**src/rtl/cache_port_arbiter.sv**
```systemverilog
// cache_port_arbiter: round-robin two-port arbiter in front of the change-triggered cache_2way path.
// Optional ARB_STATS_EN adds saturating grant/read-miss counters. Rev 1.0
`default_nettype none

module cache_port_arbiter #(
  parameter int AW          = 32,
  parameter int DW          = 32,
  parameter int TIMEOUT_CYC = 64
) (
  input  logic          clk,
  input  logic          rst_n,
  input  logic          p0_req,
  input  logic          p0_wr,
  input  logic [AW-1:0] p0_addr,
  input  logic [DW-1:0] p0_data,
  output logic          p0_ack,
  output logic [DW-1:0] p0_rdata,
  input  logic          p1_req,
  input  logic          p1_wr,
  input  logic [AW-1:0] p1_addr,
  input  logic [DW-1:0] p1_data,
  output logic          p1_ack,
  output logic [DW-1:0] p1_rdata,
  output logic [AW-1:0] mem_addr,
  output logic [DW-1:0] mem_data,
  output logic          mem_wr,
  input  logic          mem_response,
  input  logic          mem_is_missrate,
  input  logic [DW-1:0] mem_out,
  output logic          busy,
  output logic          timeout_err
`ifdef ARB_STATS_EN
  ,
  output logic [15:0]   stat_gnt0,
  output logic [15:0]   stat_gnt1,
  output logic [15:0]   stat_miss
`endif
);

  localparam logic [2:0] S_IDLE   = 3'd0;
  localparam logic [2:0] S_ISSUE  = 3'd1;
  localparam logic [2:0] S_SETTLE = 3'd2;
  localparam logic [2:0] S_WAIT   = 3'd3;
  localparam logic [2:0] S_DONE   = 3'd4;

  localparam logic [7:0] TO_LAST = 8'(TIMEOUT_CYC - 1);

  logic [2:0]    state;
  logic          last_grant;
  logic          gnt;
  logic          op_wr;
  logic [7:0]    wait_cnt;
  logic [DW-1:0] cap_data;
  logic          cap_miss;
  logic          pick1;

  // Port 1 wins when it is alone, or on a tie when port 0 had the previous grant.
  assign pick1 = p1_req & (~p0_req | ~last_grant);
  assign busy  = (state != S_IDLE);

  always_ff @(posedge clk) begin
    if (!rst_n) begin
      state       <= S_IDLE;
      last_grant  <= 1'b1;
      gnt         <= 1'b0;
      op_wr       <= 1'b0;
      wait_cnt    <= 8'd0;
      cap_data    <= '0;
      cap_miss    <= 1'b0;
      mem_addr    <= '0;
      mem_data    <= '0;
      mem_wr      <= 1'b0;
      p0_ack      <= 1'b0;
      p1_ack      <= 1'b0;
      p0_rdata    <= '0;
      p1_rdata    <= '0;
      timeout_err <= 1'b0;
`ifdef ARB_STATS_EN
      stat_gnt0   <= 16'd0;
      stat_gnt1   <= 16'd0;
      stat_miss   <= 16'd0;
`endif
    end else begin
      p0_ack <= 1'b0;
      p1_ack <= 1'b0;
      case (state)
        S_IDLE: begin
          if (p0_req || p1_req) begin
            gnt      <= pick1;
            op_wr    <= pick1 ? p1_wr   : p0_wr;
            mem_wr   <= pick1 ? p1_wr   : p0_wr;
            mem_addr <= pick1 ? p1_addr : p0_addr;
            mem_data <= pick1 ? p1_data : p0_data;
            state    <= S_ISSUE;
`ifdef ARB_STATS_EN
            if (pick1) begin
              if (stat_gnt1 != 16'hFFFF) stat_gnt1 <= stat_gnt1 + 16'd1;
            end else begin
              if (stat_gnt0 != 16'hFFFF) stat_gnt0 <= stat_gnt0 + 16'd1;
            end
`endif
          end
        end
        S_ISSUE: state <= S_SETTLE;
        // A hit keeps response high, so the response level is not trusted until WAIT.
        S_SETTLE: begin
          wait_cnt <= 8'd0;
          state    <= S_WAIT;
        end
        S_WAIT: begin
          if (mem_response) begin
            cap_data <= mem_out;
            cap_miss <= mem_is_missrate;
            state    <= S_DONE;
          end else if (wait_cnt == TO_LAST) begin
            timeout_err <= 1'b1;
            cap_data    <= '0;
            cap_miss    <= 1'b0;
            state       <= S_DONE;
          end else begin
            wait_cnt <= wait_cnt + 8'd1;
          end
        end
        S_DONE: begin
          if (gnt) begin
            p1_ack <= 1'b1;
            if (!op_wr) p1_rdata <= cap_data;
          end else begin
            p0_ack <= 1'b1;
            if (!op_wr) p0_rdata <= cap_data;
          end
          last_grant <= gnt;
          state      <= S_IDLE;
`ifdef ARB_STATS_EN
          if (cap_miss && !op_wr && stat_miss != 16'hFFFF) stat_miss <= stat_miss + 16'd1;
`endif
        end
        default: state <= S_IDLE;
      endcase
    end
  end

endmodule

`default_nettype wire
```
**config.mk**
```make
export PLATFORM = sky130hd
export DESIGN_NAME = cache_port_arbiter
export DESIGN_NICKNAME = d
export VERILOG_FILES = /design/src/rtl/cache_port_arbiter.sv
export SDC_FILE = /design/constraint.sdc
export NUM_CORES = 1
export LEC_CHECK = 0
export BUFFER_PORTS_ARGS = -buffer_cell sky130_fd_sc_hd__buf_2
export CAP_MARGIN = 25
export CORE_MARGIN = 2
export CORE_UTILIZATION = 35
export DETAILED_ROUTE_END_ITERATION = 8
export PLACE_DENSITY = 0.64
export SKIP_LAST_GASP = 1
export SYNTH_ARGS = -nofsm -noshare
export SYNTH_HDL_FRONTEND = slang
export SYNTH_SLANG_ARGS = --single-unit
```
**constraint.sdc**
```tcl
create_clock -name clk -period 1.7 [get_ports clk]
set_input_delay 0.085 -clock clk [delete_from_list [all_inputs] [get_ports clk]]
set_output_delay 0.085 -clock clk [all_outputs]
set_load 0.005 [all_outputs]
```
==> qor.yml, run 1 <==
status:
  status: "completed"
placed_design:
  dp_slack_ps: 53.19
  numPortBuffers: 299
  routabilityCongestion: 0.8054
  place_area_mm2: 0.009255
  dp_hpwl_mm: 14.86
power:
  powerDensity_mw_per_mm2: 916.5
  p_seq_frac: 0.460
  intPower_uw: 7268
  p_comb_frac: 0.152
  max-vdd-ir-drop_mv: 0.5892
  swShare: 0.2567
  leakage_uw: 0.005279
  total_power_uw: 9778
  switching_power_uw: 2510
  power_frac_clock: 0.388
synthesis:
  synth.largest_area_cell: "dfxtp_1"
  synth-main-ff-cell: "dfxtp_1"
  synth.area.top_cells: "dfxtp_1, mux2i_1, o211a_1"
  async_flop_share: 0
  synth_nets: 899
  ys_seq_elements: 177
  synthesis.area_mm2: 0.007227
  synth_edf_count: 0
  yosys.area.top_type_share: 0.4903
  synthCells: 730
  synth_cell_types: 43
  postSynthAreaPerCell_um2: 9.900
  yosysSeqAreaShare: 0.4903
  yosysWarnings: 0
timing:
  max_freq_mhz: 618.4
  worst_pin_slew_ps: 356.2
  timing.final.crit_share: 0.9513
  fin_crit_ps: 1617
  maxSlewViolCount: 0
  slew_headroom: 0.7625
  fin_tns_setup_ps: 0
  hold_ws_ps: 17.25
  setup_violations: 0
  rsz0062_at_grt: "yes"
  worst_slack_ps: 82.84
  timing_hold_violations_final: 0
  fin_skew_ps: 9.910
setup_path:
  worstSetupPathType: "flop to flop"
  endpoint_kind: "flop"
  reg2regPathDepth: 5
  cp_top_family: "simple AND/OR/NAND/NOR gates"
  cp.required_ps: 2050
  reg2reg_from: "wait_cnt[0]$_SDFFE_PN0P_"
  slowest_stage: "or4_1"
  rrSetupSlack_ps: 80
  critPathMaxStageDelay_ps: 540
  worst-path-buf-inv: 0
  start_kind: "flop"
  path_max_fanout: 6
  path_cells: "ha_1 -> nand4_1 -> o2111ai_2 -> or4_1 -> a21oi_1"
  cp.arrival_ps: 1970
  r2r-end: "wait_cnt[7]$_SDFFE_PN0P_"
grt:
  grt_first_pass_wirelength_mm: 33.94
  grt_use_met3: 0.06944
  met1_usage: 0.2270
  grt.busiest_layer: "met2"
  grt_max_degree: 82
  grtUsageTotal: 0.1938
  overflow: 0
  grt_antenna_before_repair: 5
  grt_pass1_vias: 6688
  grtUsageMet2: 0.3316
clock_network:
  clock-root-buffer: "clkbuf_16"
  clockBufferDepth: 2
  clkTransAtPathRegs_ps: 70
  clock_latency_ps: 420
  htreeDepth: 4
  cts_setup_buffers: 0
  cts_sinks: 177
  cts_tree: "done"
  numCtsBuffers: 17
final_layout:
  final_net_count: 1280
  synthToLayoutAreaGrowth_pct: 47.63
  design_area_mm2: 0.01067
  drive_above_1_share: 0.3648
route:
  wl_per_cell_um: 15.39
  drcViolationCount: 0
  via_per_inst: 4.793
  dr_total_vias: 6701
  final_antenna_net_count: 0
  wirelength_mm: 21.51
  first_pass_iters: 4
  drt_iter0_markers: 182
floorplanning:
  core_mm2: 0.02023
  die-area_mm2: 0.02181
  start_util: 0.3572
  io_pins: 301
  dieHeight_um: 147.7
  die_w_um: 147.7
  num_rows: 52
worst_hold_path:
  min_to: "mem_data[3]$_SDFFE_PN0P_"
  worst_hold_path_type: "input port to flop"
  worstHoldPathCells: 4
  worst_hold_startpoint: "p0_data[3]"
run:
  cap_viol_max_count: 0
worst min-delay path, cell delays in order:
cell and delay (ps):
buf_2 80, mux2i_1 50, nand2_1 60, o211a_1 130
worst max path at each step:
stage	startpoint	to	slack (ps)	cells past startpoint
after floorplan	state[0]$_SDFFE_PN0P_	p0_rdata[10]$_SDFFE_PN0P_	150	7
after global placement	wait_cnt[0]$_SDFFE_PN0P_	wait_cnt[7]$_SDFFE_PN0P_	90	5
after detailed placement	state[0]$_SDFFE_PN0P_	wait_cnt[0]$_SDFFE_PN0P_	50	6
after CTS	wait_cnt[0]$_SDFFE_PN0P_	wait_cnt[7]$_SDFFE_PN0P_	30	5
after global routing	wait_cnt[0]$_SDFFE_PN0P_	wait_cnt[7]$_SDFFE_PN0P_	-10	5
final	wait_cnt[0]$_SDFFE_PN0P_	wait_cnt[7]$_SDFFE_PN0P_	80	5
through the flow:
stage,std cells,util
floorplan,730,-
global placement,1279,0.4574
detailed placement,1279,0.4574
CTS,1394,0.5263
global route,1398,0.5273
finish,1398,0.5273
power groups by stage:
stage	sequential [µW]	combinational (µW)	clock, µW
after floorplan	4600	672	0
after global placement	4580	1330	0
after detailed placement	4580	1340	0
after CTS	4490	1500	3890
after global routing	4520	1630	4050
final	4500	1490	3790
placed cells by master, fill, tap and decap left out, types with 2 or more instances in the layout:
cell,count
nand3_1,6
a21boi_1,62
inv_1,2
o31ai_1,2
nand2_1,169
o21ai_0,5
dlygate4sd3_1,83
buf_4,26
o211a_1,65
clkinv_2,3
or4_1,2
a21boi_4,2
clkbuf_1,2
buf_2,298
nor3b_4,2
and3b_1,2
nor2_1,8
inv_8,3
mux2i_1,67
nand2_2,30
nand3b_1,2
a21oi_1,6
a22o_1,32
buf_12,16
nor3b_1,2
nor2b_1,2
a21boi_0,2
clkinv_4,4
diode_2,4
dfxtp_1,177
clkbuf_16,17
and3_1,5
registers in the layout, indices dropped and copies added, names as in the netlist, 3 cells and up:
register,cells
cap_data,32
mem_addr,32
mem_data,32
p0_rdata,32
p1_rdata,32
state,3
wait_cnt,8
synth_stat cells (4+ instances only):
| library cell | count |
|---|---|
| a22o_1 | 32 |
| a21boi_1 | 64 |
| buf_6 | 4 |
| buf_2 | 21 |
| o21ai_0 | 5 |
| o211a_1 | 65 |
| and3_1 | 5 |
| clkbuf_1 | 20 |
| nand3_1 | 6 |
| dfxtp_1 | 177 |
| nor2_1 | 8 |
| mux2i_1 | 67 |
| buf_4 | 16 |
| nand2_1 | 169 |
| nand2_2 | 30 |
| a21oi_1 | 6 |
layer usage:
layer,wire length [µm],share of wire
met1,9255,0.43
met2,10150,0.47
met3,1752,0.081
met4,346,0.016
met5,7,0.00033
logic make-up after synthesis:
kind of cell	share of synthesized area
xor gates and xnor gates	0.001212
muxes	0.09280
adders and majority gates	0.001731
and+or+nand+nor	0.1511
AOI/OAI and AO/OA	0.2140
DFF	0.4903
buffers and inverters	0.04882
layout make-up:
cell class	instances	area, µm²
inverters	2	7.507
fillers	1909	9565
well taps	270	337.8
repair buffers	423	2838
diodes	4	10.01
clock buffers	19	432.9
flip-flops and latches	177	3543
multi-input cells	490	3369
clock inverters	13	130.1
what timing repair did:
item,4_1_cts,5_1_grt
gates resized for setup,0,2
hold buffers,83,0
endpoints found under the hold margin,71,0
setup endpoints to repair,0,33
No activity file was read; power rests on OpenSTA's default activity.
==> run 2: changes to the inputs <==
Settings changed: REMOVE_ABC_BUFFERS set to 1.
==> qor.yml, run 2 (synthesis gave the netlist of run 1 again) <==
power:
  leakage_uw: 0.005352  # was 0.005279 µW
  max-vdd-ir-drop_mv: 0.6016  # was 0.5892 mV
  powerDensity_mw_per_mm2: 905.0  # was 916.5 mW/mm²
  swShare: 0.2686  # was 0.2567
  power_frac_clock: 0.391  # was 0.388
  p_comb_frac: 0.153  # was 0.152
  intPower_uw: 7219  # was 7268 µW
  switching_power_uw: 2652  # was 2510 µW
  p_seq_frac: 0.456  # was 0.460
route:
  wirelength_mm: 22.31  # was 21.51 mm
  wl_per_cell_um: 15.74  # was 15.39 µm
  via_per_inst: 4.831  # was 4.793
  drcViolationCount: 0  # unchanged
  final_antenna_net_count: 0  # unchanged
  drt_iter0_markers: 280  # was 182
  first_pass_iters: 5  # was 4
  dr_total_vias: 6846  # was 6701
timing:
  hold_ws_ps: 25.00  # was 17.25 ps
  fin_skew_ps: 17.59  # was 9.910 ps
  rsz0062_at_grt: "yes"  # unchanged
  worst_slack_ps: 67.85  # was 82.84 ps
  worst_pin_slew_ps: 426.5  # was 356.2 ps
  timing_hold_violations_final: 0  # unchanged
  timing.final.crit_share: 0.9601  # was 0.9513
  fin_crit_ps: 1632  # was 1617 ps
  setup_violations: 0  # unchanged
  slew_headroom: 0.7157  # was 0.7625
  max_freq_mhz: 612.7  # was 618.4 MHz
  maxSlewViolCount: 0  # unchanged
setup_path:
  reg2reg_from: "state[2]$_SDFFE_PN0P_"  # was wait_cnt[0]$_SDFFE_PN0P_
  cp.required_ps: 2010  # was 2050 ps
  cp.arrival_ps: 1950  # was 1970 ps
  path_max_fanout: 32  # was 6
  worstSetupPathType: "flop to flop"  # unchanged
  endpoint_kind: "flop"  # unchanged
  start_kind: "flop"  # unchanged
  reg2regPathDepth: 5  # unchanged
  rrSetupSlack_ps: 70  # was 80 ps
  r2r-end: "p0_rdata[11]$_SDFFE_PN0P_"  # was wait_cnt[7]$_SDFFE_PN0P_
floorplanning:
  dieHeight_um: 147.7  # unchanged
  die_w_um: 147.7  # unchanged
  num_rows: 52  # unchanged
  io_pins: 301  # unchanged
  core_mm2: 0.02023  # unchanged
  start_util: 0.3572  # unchanged
  die-area_mm2: 0.02181  # unchanged
clock_network:
  htreeDepth: 4  # unchanged
  cts_tree: "done"  # unchanged
  numCtsBuffers: 17  # unchanged
  clock_latency_ps: 430  # was 420 ps
  clkTransAtPathRegs_ps: 80  # was 70 ps
  cts_sinks: 177  # unchanged
  clockBufferDepth: 2  # unchanged
  clock-root-buffer: "clkbuf_16"  # unchanged
grt:
  grt_first_pass_wirelength_mm: 35.04  # was 33.94 mm
  grt_antenna_before_repair: 1  # was 5
  grt_pass1_vias: 6876  # was 6688
  overflow: 0  # unchanged
  grt_max_degree: 71  # was 82
  grtUsageTotal: 0.2016  # was 0.1938
worst_hold_path:
  worst_hold_path_type: "input port to flop"  # unchanged
  min_to: "mem_data[18]$_SDFFE_PN0P_"  # was mem_data[3]$_SDFFE_PN0P_
  worstHoldPathCells: 4  # unchanged
  worst_hold_startpoint: "p0_data[18]"  # was p0_data[3]
placed_design:
  routabilityCongestion: 0.7791  # was 0.8054
  dp_hpwl_mm: 14.81  # was 14.86 mm
  numPortBuffers: 299  # unchanged
  dp_slack_ps: 24.04  # was 53.19 ps
final_layout:
  final_cell_mix: "buf_2, dfxtp_1, nand2_1"  # unchanged
  seqCellArea_mm2: 0.003547  # was 0.003543 mm²
  multi_input_area_mm2: 0.003372  # was 0.003369 mm²
  drive_above_1_share: 0.3586  # was 0.3648
  final_common_cell: "buf_2"  # unchanged
  fillCellCount: 1809  # was 1909
  final_net_count: 1302  # was 1280
  synthToLayoutAreaGrowth_pct: 50.92  # was 47.63%
status:
  status: "completed"  # unchanged
run:
  cap_viol_max_count: 0  # unchanged
==> run 2: cell types whose count changed in the layout (fill, tap and decap cells not counted), sizes merged <==
cell         change
clkbuf           -1
clkinv           +1
clkinvlp         +1
buf              -7
dlygate4sd3     +29
bufinv           -1
diode            -3
==> run 2: repair_timing <==
item,4_1_cts,5_1_grt
setup endpoints to repair,1,74
hold buffers,112,0
buffers inserted,0,0
resized for setup,1,7
hold endpoints to repair,82,0
==> run 2: worst max-delay path, stage by stage, from the launching register on <==
cell and delay, ps:
dfxtp_1 420, nor3b_4 210, or3b_2 490, buf_12 200, nand2_2 100, a21boi_1 60
==> run 2: how the worst max path moves through the flow <==
stage	end	slack, ps	from	cells past startpoint
floorplan	mem_addr[0]$_SDFFE_PN0P_	-3700	last_grant$_SDFFE_PN1P_	4
global placement	wait_cnt[0]$_SDFFE_PN0P_	20	state[0]$_SDFFE_PN0P_	5
detailed placement	wait_cnt[0]$_SDFFE_PN0P_	20	state[0]$_SDFFE_PN0P_	5
CTS	mem_addr[27]$_SDFFE_PN0P_	30	state[0]$_SDFFE_PN0P_	6
global route	wait_cnt[5]$_SDFFE_PN0P_	-2	wait_cnt[6]$_SDFFE_PN0P_	5
finish	p0_rdata[11]$_SDFFE_PN0P_	70	state[2]$_SDFFE_PN0P_	5
==> run 2: cell type report <==
class                   count  area share
clock buffers              18     0.04027
inverters                   2   0.0006883
clock inverters            14     0.01377
well taps                 270     0.03097
flip-flops and latches    177      0.3252
diodes                      1   0.0002294
repair buffers            445      0.2797
multi-input cells         490      0.3092
==> run 2: per-stage QoR <==
stage	instance area [µm²]	cells	utilization	power, µW	TNS, ps
6_report	10910	1417	0.5390	9870	0
3_3_place_gp	9170	1272	0.4532	5872	0
5_1_grt	10910	1417	0.5390	10330	-2.466
3_5_place_dp	9170	1272	0.4532	5889	0
4_1_cts	10890	1416	0.5380	9981	0
2_1_floorplan	6882	669	-	5187	-272820
==> run 2: routing by layer <==
layer,routed length (µm),vias up,share of wire,global-route usage
li1,-,3363,-,-
met1,9191,3204,0.41,0.2332
met2,10840,257,0.49,0.3516
met3,1952,22,0.088,0.07531
met4,319,0,0.014,0.05192
met5,0,-,0,0
==> run 2: power by group through the flow <==
stage          combinational [µW]  sequential, µW  clock [µW]
6_report                     1510            4500        3850
5_1_grt                      1650            4530        4160
4_1_cts                      1510            4500        3970
3_5_place_dp                 1300            4590           0
3_3_place_gp                 1290            4590           0
2_1_floorplan                 582            4610           0
